## src/rtl/fp_muladd_sequencer.sv

```systemverilog
// Sequencer in front of a shared combinational FP multiply/add datapath.
// Fused ops run as a multiply phase and an add phase, with a registered product between them.
module fp_muladd_sequencer #(
  parameter int WIDTH      = 32,
  parameter int FLAG_WIDTH = 5
) (
  input  logic                  clk,
  input  logic                  rst,
  input  logic                  reqValid,
  output logic                  reqReady,
  input  logic [2:0]            reqOp,
  input  logic [2:0]            reqRm,
  input  logic [WIDTH-1:0]      reqSrc1,
  input  logic [WIDTH-1:0]      reqSrc2,
  input  logic [WIDTH-1:0]      reqSrc3,
  input  logic                  flush,
  output logic [1:0]            dpOp,
  output logic [2:0]            dpRm,
  output logic [WIDTH-1:0]      dpSrc1,
  output logic [WIDTH-1:0]      dpSrc2,
  input  logic [WIDTH-1:0]      dpResult,
  input  logic [FLAG_WIDTH-1:0] dpFlags,
  output logic                  respValid,
  input  logic                  respReady,
  output logic [WIDTH-1:0]      respResult,
  output logic [FLAG_WIDTH-1:0] respFlags,
  output logic                  busy,
  output logic [31:0]           opCount
);

  typedef enum logic [2:0] {IDLE, EXEC, MUL, ADD, DONE} state_t;

  localparam logic [1:0] DP_FADD = 2'd0;
  localparam logic [1:0] DP_FSUB = 2'd1;
  localparam logic [1:0] DP_FMUL = 2'd2;

  localparam logic [2:0] OP_FMSUB  = 3'd4;
  localparam logic [2:0] OP_FNMADD = 3'd5;
  localparam logic [2:0] OP_FNMSUB = 3'd6;
  localparam logic [2:0] OP_RSVD   = 3'd7;

  localparam logic [WIDTH-1:0]      CANON_NAN = WIDTH'(32'h7FC0_0000);
  localparam logic [FLAG_WIDTH-1:0] FLAG_NV   = {1'b1, {(FLAG_WIDTH-1){1'b0}}};

  state_t                state_q, state_d;
  logic [2:0]            op_q, op_d;
  logic [2:0]            rm_q, rm_d;
  logic [WIDTH-1:0]      src1_q, src1_d, src2_q, src2_d, src3_q, src3_d;
  logic [WIDTH-1:0]      prod_q, prod_d;
  logic [FLAG_WIDTH-1:0] acc_flags_q, acc_flags_d;
  logic [WIDTH-1:0]      resp_result_q, resp_result_d;
  logic [FLAG_WIDTH-1:0] resp_flags_q, resp_flags_d;
  logic [31:0]           op_count_q, op_count_d;
  logic [1:0]            dp_op_q, dp_op_d;
  logic [WIDTH-1:0]      dp_src1_q, dp_src1_d, dp_src2_q, dp_src2_d;
  logic                  req_fire;
  logic                  neg_prod;
  logic                  sub_phase;

  assign reqReady   = !flush && ((state_q == IDLE) || ((state_q == DONE) && respReady));
  assign req_fire   = reqValid && reqReady;
  assign neg_prod   = (op_q == OP_FNMADD) || (op_q == OP_FNMSUB);
  assign sub_phase  = (op_q == OP_FMSUB) || (op_q == OP_FNMADD);

  assign respValid  = (state_q == DONE);
  assign respResult = resp_result_q;
  assign respFlags  = resp_flags_q;
  assign busy       = (state_q != IDLE);
  assign opCount    = op_count_q;
  assign dpRm       = rm_q;
  assign dpOp       = dp_op_d;
  assign dpSrc1     = dp_src1_d;
  assign dpSrc2     = dp_src2_d;

  // Kept apart from the next-state logic so the external datapath closes no combinational loop.
  always_comb begin
    dp_op_d   = dp_op_q;
    dp_src1_d = dp_src1_q;
    dp_src2_d = dp_src2_q;
    case (state_q)
      EXEC: begin
        dp_op_d   = op_q[1:0];
        dp_src1_d = src1_q;
        dp_src2_d = src2_q;
      end
      MUL: begin
        dp_op_d   = DP_FMUL;
        dp_src1_d = src1_q;
        dp_src2_d = src2_q;
      end
      ADD: begin
        dp_op_d   = sub_phase ? DP_FSUB : DP_FADD;
        dp_src1_d = prod_q;
        dp_src2_d = src3_q;
      end
      default: ;
    endcase
  end

  always_comb begin
    state_d       = state_q;
    op_d          = op_q;
    rm_d          = rm_q;
    src1_d        = src1_q;
    src2_d        = src2_q;
    src3_d        = src3_q;
    prod_d        = prod_q;
    acc_flags_d   = acc_flags_q;
    resp_result_d = resp_result_q;
    resp_flags_d  = resp_flags_q;
    op_count_d    = op_count_q;

    case (state_q)
      EXEC: begin
        resp_result_d = dpResult;
        resp_flags_d  = dpFlags;
        state_d       = DONE;
      end
      MUL: begin
        prod_d      = {dpResult[WIDTH-1] ^ neg_prod, dpResult[WIDTH-2:0]};
        acc_flags_d = dpFlags;
        state_d     = ADD;
      end
      ADD: begin
        resp_result_d = dpResult;
        resp_flags_d  = acc_flags_q | dpFlags;
        state_d       = DONE;
      end
      DONE: begin
        if (respReady) begin
          op_count_d = op_count_q + 32'd1;
          state_d    = IDLE;
        end
      end
      default: ;
    endcase

    // A new request in IDLE or in a consumed DONE overrides the default next state.
    if (req_fire) begin
      op_d   = reqOp;
      rm_d   = reqRm;
      src1_d = reqSrc1;
      src2_d = reqSrc2;
      src3_d = reqSrc3;
      if (reqOp <= 3'd2) begin
        state_d = EXEC;
      end else if (reqOp == OP_RSVD) begin
        resp_result_d = CANON_NAN;
        resp_flags_d  = FLAG_NV;
        state_d       = DONE;
      end else begin
        state_d = MUL;
      end
    end

    if (flush) begin
      state_d       = IDLE;
      prod_d        = prod_q;
      acc_flags_d   = acc_flags_q;
      resp_result_d = resp_result_q;
      resp_flags_d  = resp_flags_q;
      op_count_d    = op_count_q;
    end
  end

  always_ff @(posedge clk or negedge rst) begin
    if (!rst) begin
      state_q       <= IDLE;
      op_q          <= '0;
      rm_q          <= '0;
      src1_q        <= '0;
      src2_q        <= '0;
      src3_q        <= '0;
      prod_q        <= '0;
      acc_flags_q   <= '0;
      resp_result_q <= '0;
      resp_flags_q  <= '0;
      op_count_q    <= '0;
      dp_op_q       <= DP_FADD;
      dp_src1_q     <= '0;
      dp_src2_q     <= '0;
    end else begin
      state_q       <= state_d;
      op_q          <= op_d;
      rm_q          <= rm_d;
      src1_q        <= src1_d;
      src2_q        <= src2_d;
      src3_q        <= src3_d;
      prod_q        <= prod_d;
      acc_flags_q   <= acc_flags_d;
      resp_result_q <= resp_result_d;
      resp_flags_q  <= resp_flags_d;
      op_count_q    <= op_count_d;
      dp_op_q       <= dp_op_d;
      dp_src1_q     <= dp_src1_d;
      dp_src2_q     <= dp_src2_d;
    end
  end

endmodule
```

## config.mk

```make
export PLATFORM = sky130hd
export DESIGN_NAME = fp_muladd_sequencer
export DESIGN_NICKNAME = d
export VERILOG_FILES = /design/src/rtl/fp_muladd_sequencer.sv
export SDC_FILE = /design/constraint.sdc
export NUM_CORES = 1
export LEC_CHECK = 0
export BUFFER_PORTS_ARGS = -buffer_cell sky130_fd_sc_hd__buf_4
export CORE_MARGIN = 1
export CORE_UTILIZATION = 58
export CTS_CLUSTER_SIZE = 25
export DETAILED_ROUTE_END_ITERATION = 16
export PLACE_DENSITY = 0.85
export SLEW_MARGIN = 20
export SYNTH_ARGS = -nofsm -noshare
export SYNTH_HDL_FRONTEND = slang
export SYNTH_SLANG_ARGS = --single-unit
export TNS_END_PERCENT = 1
```

## constraint.sdc

```tcl
create_clock -name clk -period 4 [get_ports clk]
set_clock_uncertainty 0.05 [all_clocks]
set_input_delay 0.2 -clock clk [delete_from_list [all_inputs] [get_ports clk]]
set_output_delay 0.2 -clock clk [all_outputs]
set_load 0.005 [all_outputs]
```

==> impl_summary.txt, run 1 <==
----------------------------------------------------
[Status]
  Run status ... finished clean

[Setup path]
  Kind of start point of the critical path ... flop
  Arrival time at the worst endpoint ... 2.90 ns
  Largest stage delay on the critical path ... 0.85 ns
  R2r endpoint ... respResult[17]
  Crit Path Max Fanout ... 45
  CP max-delay cell ... sky130_fd_sc_hd__dfrtp_4
  Worst reg2reg startpoint ... state_q[2]
  Worst setup slack for register-to-register paths ... 1.21 ns
  Required time at the worst-slack endpoint ... 3.75 ns
  Class of the most critical setup path ... reg2out
  Worst reg-to-reg path cell count ... 5
  Critical path cell sequence ... xor2_4 -> a22oi_1 -> o21ai_0 -> buf_4
  CP endpoint kind ... primary output

[Clock network]
  CTS tree ... yes
  Clock latency of the later-clocked register in the worst-skew pair ... 0.54 ns
  Number of buffers on the longest clock path ... 3
  Cell at the root of the clock tree ... sky130_fd_sc_hd__clkbuf_16
  Clock transition at the register clock pins on the worst setup and hold paths after CTS ... 0.06 ns
  Number of clock sinks ... 277
  Count of buffers added by post-CTS timing repair for setup ... 0
  Htree depth ... 1
  TritonCTS Buffers ... 29

[Die]
  DIE WIDTH ... 147 um
  Number of I/O pins ... 285
  Row count ... 52
  Vertical die dimension ... 147 um
  Core Region ... 20400 um2
  Die ar. ... 21500 um2
  Initial Util ... 59.7%

[Pwr]
  Fraction of power spent switching nets ... 31.7%
  Switching power summed over all nets ... 3.46 mW
  Power density of the placed cells ... 653 nW/um2
  Sequential cell fraction of total power ... 43.0%
  Reported leakage power ... 7.83 nW
  Power Internal ... 7.46 mW
  Worst-case vdd ir drop ... 0.000410 V
  Power share of the clock group ... 23.1%
  Relative contribution of combinational cells to total power ... 33.8%

[Synthesis]
  Compound-gate portion of the synthesized area ... 8.62%
  Dominant combinational cell family by area after synthesis ... multiplexers
  Count of synthesis-stage warnings from yosys ... 0
  Area share of the largest cell type after synthesis ... 57.0%
  Number of enable flip-flop cells after synthesis ... 0
  Biggest area consumer among synthesized cells ... sky130_fd_sc_hd__dfrtp_1
  Gate Count Post-Synth ... 971
  Sequential share of the synthesized area ... 57.0%
  Post-synth ARST share ... 100%
  Synth top area cells ... sky130_fd_sc_hd__dfrtp_1, sky130_fd_sc_hd__mux2_2, sky130_fd_sc_hd__mux2_4, sky130_fd_sc_hd__nand2_1, sky130_fd_sc_hd__a22oi_1
  Adder and majority gate portion of the synthesized area ... 0.103%
  Most instantiated flip-flop cell in the synthesis netlist ... sky130_fd_sc_hd__dfrtp_1
  Yosys cell types ... 47
  Xor and xnor fraction of the mapped netlist area ... 2.60%
  Post-Synth Simple-Gate Area ... 10.4%
  Multiplexer share of the synthesized area ... 17.9%
  Synthesized area ... 12200 um2
  Post-Syn Nets ... 1116
  Mean post-synth cell area ... 12.5 um2
  Yosys reg bits ... 277

[Routing]
  Antenna viol nets, final ... 0
  Via-per-instance ratio ... 5.78
  WL per Instance ... 21.4 um
  First-iteration detailed-routing DRC count ... 512
  Number of vias after detailed routing ... 9652
  Total iterations of the first detailed-routing run ... 5
  Total length of routed wires ... 35600 um
  Number of design rule violations left after detail routing ... 0

[Timing]
  Final-report hold violation count ... 0
  Number of setup violations in the final report ... 0
  RSZ-0062 raised after global routing ... false
  Upper clock frequency limit ... 0.317 GHz
  Final critical path time including I/O delays and setup ... 3.15 ns
  Final cycle utilization of the critical path ... 78.9%
  Pin slew with the least headroom to its limit ... 1.09 ns
  Max-Slew Margin vs Limit ... 27.4%
  Slew Limit Fails ... 0
  Setup TNS after final layout ... 0 ns

[Min path]
  Worst min path class ... in2async

[Placed design]
  Last weighted congestion value of the routability-driven placer ... 0.810
  Half-perimeter wire length of the detailed placement result ... 20600 um
  Buffers added on ports ... 284
  Total placed instance area ... 14400 um2

[GRT]
  First-pass GRT wire length ... 56200 um
  Vias in the first global route ... 10300
  Total gr overflow ... 0
  GR Util All Layers ... 33.5%
  Number of antenna violations at the first check in global routing ... 2
  Pin count of the biggest net entering global routing ... 114

[Finish]
  Commonest cells after routing, fill and taps aside ... sky130_fd_sc_hd__buf_4, sky130_fd_sc_hd__dfrtp_1, sky130_fd_sc_hd__dlygate4sd3_1
  Fill cell count ... 1058
  Cell area after layout ... 16700 um2
  Leading cell type in the layout, fill and taps excluded ... sky130_fd_sc_hd__buf_4
  Area growth syn-to-layout ... 37.7%
  Share of layout cells above drive strength 1 ... 36.2%
  Final Net Count ... 1520

[Flow run]
  Max-cap violations ... 0

----------------------------------------------------
[synthesized netlist by cell type (5+ instances only)]
cell type                    n
sky130_fd_sc_hd__dfrtp_1   277
sky130_fd_sc_hd__nand2_1   125
sky130_fd_sc_hd__mux2_2     90
sky130_fd_sc_hd__mux2_4     58
sky130_fd_sc_hd__a21oi_1    48
sky130_fd_sc_hd__o21ai_0    44
sky130_fd_sc_hd__a22oi_1    42
sky130_fd_sc_hd__buf_2      32
sky130_fd_sc_hd__mux2i_1    22
sky130_fd_sc_hd__nor3b_1    22
sky130_fd_sc_hd__o22a_1     22
sky130_fd_sc_hd__nand3_1    19
sky130_fd_sc_hd__xor2_1     19
sky130_fd_sc_hd__clkbuf_1   17
sky130_fd_sc_hd__nor2_1     16
sky130_fd_sc_hd__xnor2_1    14
sky130_fd_sc_hd__nor3_1     12
sky130_fd_sc_hd__buf_6      11
sky130_fd_sc_hd__nand4_1     9
sky130_fd_sc_hd__and3_1      8
sky130_fd_sc_hd__mux2_1      6
sky130_fd_sc_hd__a211oi_1    5
sky130_fd_sc_hd__and4_1      5
sky130_fd_sc_hd__buf_4       5
[critical path, delay by kind of cell (launching register included)]
kind | cells | cell delay (ns)
DFF | 1 | 0.85
buffers and inverters | 1 | 0.17
xor gates and xnor gates | 1 | 0.73
AOI/OAI and AO/OA | 2 | 0.61
[kinds of logic after synthesis]
logic type | Yosys count
compound gates | 167
simple gates | 245
buf+inv | 71
flops | 277
fa+ha+maj | 1
xor+xnor | 34
mux | 176
[worst max-delay path by stage]
stage	from	end	cells after the start
after floorplan	state_q[0]	dpSrc1[10]	6
after global placement	state_q[2]	src1_q[2]	4
after detailed placement	state_q[2]	src1_q[4]	4
after CTS	state_q[2]	dpSrc2[29]	4
after global routing	state_q[0]	dpOp[1]	5
final	state_q[0]	dpSrc2[2]	4
[power by group through the flow]
stage	Sequential, mW	Combinational [mW]	Clock, mW
floorplan	4.41	2.00	0
global placement	4.60	3.33	0
detailed placement	4.66	3.46	0
CTS	4.63	3.59	2.53
global route	4.80	3.97	2.68
finish	4.70	3.70	2.53
[repair_timing]
item / CTS / global route
hold endpoints to repair: 291 / 0
hold buffers: 143 / 0
setup endpoints to repair: 0 / 0
gates resized for setup: 0 / 0
[flip-flops by register name, summed over array words and instances, names as in the netlist, 5 cells and up]
register / count
src3_q: 32
dp_src1_q: 32
dp_src2_q: 32
opCount: 32
prod_q: 32
src1_q: 32
src2_q: 32
respResult: 32
respFlags: 5
acc_flags_q: 5
[stage by stage]
step | setup slack, ns | util (%) | power, mW | hold slack, ns | std cells
detailed placement | 1.28 | 70.8 | 8.12 | 0.283 | 1471
finish | 0.845 | 82.2 | 10.9 | 0.253 | 1669
global placement | 1.35 | 70.8 | 7.93 | 0.288 | 1471
global route | 0.679 | 82.2 | 11.5 | 0.363 | 1669
floorplan | 2.28 | - | 6.41 | -0.146 | 971
CTS | 0.892 | 82.2 | 10.8 | 0.312 | 1667
[layer usage]
layer / part of all wire [%] / track usage (%) / vias to the layer above
met1: 38 / 41.2 / 4825
met4: 5.1 / 17.0 / 0
li1: - / - / 4262
met2: 50 / 56.8 / 440
met5: 0 / 0 / -
met3: 6.8 / 6.30 / 125
[area by class of cell]
cell class	instances	area (um2)	area share [%]
Clock buffer	43	828	4.95
Multi-Input combinational cell	623	4840	28.9
Clock inverter	10	57.6	0.344
Tap cell	270	338	2.02
Sequential cell	277	6940	41.5
Inverter	3	11.3	0.0673
Timing Repair Buffer	441	3710	22.2
Antenna cell	2	5.00	0.0299
(Power assumes the default switching activity.)
==> run 2, diff against run 1 <==
--- a/config.mk
+++ b/config.mk
@@ -7,10 +7,10 @@
 export LEC_CHECK = 0
 export BUFFER_PORTS_ARGS = -buffer_cell sky130_fd_sc_hd__buf_4
 export CORE_MARGIN = 1
-export CORE_UTILIZATION = 58
+export CORE_UTILIZATION = 49
 export CTS_CLUSTER_SIZE = 25
 export DETAILED_ROUTE_END_ITERATION = 16
-export PLACE_DENSITY = 0.85
+export PLACE_DENSITY = 0.77
 export SLEW_MARGIN = 20
 export SYNTH_ARGS = -nofsm -noshare
 export SYNTH_HDL_FRONTEND = slang
==> constraint.sdc (replaced) <==
create_clock -name clk -period 2.9 [get_ports clk]
set_clock_uncertainty 0.05 [all_clocks]
set_input_delay 0.145 -clock clk [delete_from_list [all_inputs] [get_ports clk]]
set_output_delay 0.145 -clock clk [all_outputs]
set_load 0.005 [all_outputs]
==> run 2 against run 1 <==
Effect of this change: critical path depth up 2; sequential power increased by 35%; cell area is 2.2% higher; utilization fell by 12 points; routed wire length decreased by 1.7%; first-iteration DRC count rose by 23%; count of clock-buffer cells in the layout is 1 lower; largest cell class unchanged.
==> impl_summary.txt, run 2 (same netlist as run 1, synthesis figures left out) <==
----------------------------------------------------
[GRT]
  Total gr overflow ... 0 (unchanged)
  GR Util All Layers ... 27.8% (-5.8 points)
  Number of antenna violations at the first check in global routing ... 2 (unchanged)
  Vias in the first global route ... 10200 (-1.2%)
  First-pass GRT wire length ... 55800 um (-0.63%)
  Pin count of the biggest net entering global routing ... 79 (-31%)

[Pwr]
  Power density of the placed cells ... 906 nW/um2 (+39%)
  Worst-case vdd ir drop ... 0.000534 V (+30%)
  Total power ... 15.5 mW (+42%)
  Reported leakage power ... 7.98 nW (+1.8%)

[Routing]
  WL per Instance ... 20.2 um (-5.3%)
  Total length of routed wires ... 35100 um (-1.7%)
  Via-per-instance ratio ... 5.58 (-3.6%)
  Antenna viol nets, final ... 0 (unchanged)
  Number of design rule violations left after detail routing ... 0 (unchanged)
  Total iterations of the first detailed-routing run ... 6 (+1)
  First-iteration detailed-routing DRC count ... 632 (+23%)
  Number of vias after detailed routing ... 9662 (+0.10%)

[Setup path]
  Kind of start point of the critical path ... flop
  Worst reg-to-reg path cell count ... 4 (-1)
  Crit Path Max Fanout ... 23 (-49%)
  Worst reg2reg startpoint ... state_q[1]
  CP endpoint kind ... primary output
  Class of the most critical setup path ... reg2out
  Required time at the worst-slack endpoint ... 2.71 ns (-1.04 ns)
  Arrival time at the worst endpoint ... 2.55 ns (-0.35 ns)
  Crit path launch ... state_q[0]
  R2r endpoint ... prod_q[5]
  Worst setup slack for register-to-register paths ... 0.70 ns (-0.51 ns)

[Clock network]
  Count of buffers added by post-CTS timing repair for setup ... 0 (unchanged)
  Cell at the root of the clock tree ... sky130_fd_sc_hd__clkbuf_16
  Number of clock sinks ... 277 (unchanged)
  TritonCTS Buffers ... 29 (unchanged)
  Number of buffers on the longest clock path ... 3 (unchanged)
  Clock transition at the register clock pins on the worst setup and hold paths after CTS ... 0.06 ns (about the same)
  CTS tree ... yes
  Htree depth ... 1 (unchanged)
  Clock latency of the later-clocked register in the worst-skew pair ... 0.54 ns (about the same)

[Finish]
  Share of layout cells above drive strength 1 ... 37.2% (+0.95 points)
  Cell area after layout ... 17100 um2 (+2.2%)
  Commonest cells after routing, fill and taps aside ... sky130_fd_sc_hd__buf_4, sky130_fd_sc_hd__dfrtp_1, sky130_fd_sc_hd__dlygate4sd3_1
  Area growth syn-to-layout ... 40.6%
  Leading cell type in the layout, fill and taps excluded ... sky130_fd_sc_hd__buf_4
  Final Net Count ... 1531 (+0.72%)

[Timing]
  RSZ-0062 raised after global routing ... false
  Final critical path time including I/O delays and setup ... 2.74 ns
  Setup TNS after final layout ... 0 ns (unchanged)
  Upper clock frequency limit ... 0.364 GHz
  Number of setup violations in the final report ... 0 (unchanged)
  Final cycle utilization of the critical path ... 94.6%
  Max-Slew Margin vs Limit ... 53.3% (+26 points)
  Worst Setup Slack, final ... 0.155 ns (-0.690 ns)
  Slew Limit Fails ... 0 (unchanged)
  Pin slew with the least headroom to its limit ... 0.700 ns (-0.387 ns)
  Final-report hold violation count ... 0 (unchanged)

[Placed design]
  Post-Place Worst Slack ... 0.684 ns (-0.593 ns)
  Half-perimeter wire length of the detailed placement result ... 20700 um (+0.50%)
  Buffers added on ports ... 284 (unchanged)
  Last weighted congestion value of the routability-driven placer ... 0.824 (+1.8%)
  Total placed instance area ... 14600 um2 (+1.5%)

[Die]
  Core Region ... 24300 um2 (+19%)
  Initial Util ... 50.0% (-9.7 points)
  Number of I/O pins ... 285 (unchanged)
  DIE WIDTH ... 160 um (+8.7%)
  Row count ... 57 (+9.6%)
  Vertical die dimension ... 160 um (+8.7%)
  Die ar. ... 25400 um2 (+18%)

[Min path]
  Worst min path class ... in2async

[Status]
  Run status ... finished clean

[Flow run]
  Max-cap violations ... 0 (unchanged)

----------------------------------------------------
## run 2: repair_timing
action                     CTS  global route
setup endpoints to repair    0             7
resized for setup            0             2
hold endpoints to repair   256             0
hold buffers               143             0
## run 2: layer usage
layer / part of all wire [%] / up-vias / track usage, %
li1: - / 4286 / -
met1: 40 / 4870 / 35.2
met2: 49 / 395 / 46.4
met3: 6.0 / 111 / 5.18
met4: 4.5 / 0 / 12.3
met5: 0 / - / 0
## run 2: report_power, final
group	leakage [nW]	internal (mW)	total (mW)	switching, mW
Sequential	3.37	5.43	6.36	0.926
Clock	0.505	2.43	3.96	1.53
Combinational	4.10	2.94	5.17	2.23
Total	7.98	10.8	15.5	4.69
## run 2: how the worst max path moves through the flow
stage / endpoint / slack, ns
6_report: dpSrc2[12] / 0.16
5_1_grt: dpSrc2[5] / 0.04
4_1_cts: dpSrc2[22] / 0.08
3_5_place_dp: acc_flags_q[0] / 0.68
3_3_place_gp: prod_q[5] / 0.76
2_1_floorplan: src1_q[0] / 1.20
## run 2: cell type report
type	instances	area [um2]
inverter	3	11.3
clock buffer	42	875
clock inverter	10	155
sequential	277	6940
antenna	2	5.00
fill	1634	7220
tap	324	405
multi-input combinational	623	4850
timing repair buffer	452	3860
## run 2: worst max-delay path: stages, from the launching register on
cell and delay, ns:
sky130_fd_sc_hd__dfrtp_4 0.52, sky130_fd_sc_hd__buf_6 0.25, sky130_fd_sc_hd__xor2_4 0.23, sky130_fd_sc_hd__buf_4 0.35, sky130_fd_sc_hd__a22oi_1 0.16, sky130_fd_sc_hd__o21ai_1 0.30, sky130_fd_sc_hd__buf_4 0.18
## run 2: metrics by stage
step                      util [%]  std cells  hold WS, ns
final                         70.3       1733        0.152
after global routing          70.3       1733        0.181
after CTS                     70.3       1731        0.158
after detailed placement      60.2       1536        0.128
after global placement        60.2       1536        0.130
after floorplan                  -        971       -0.201
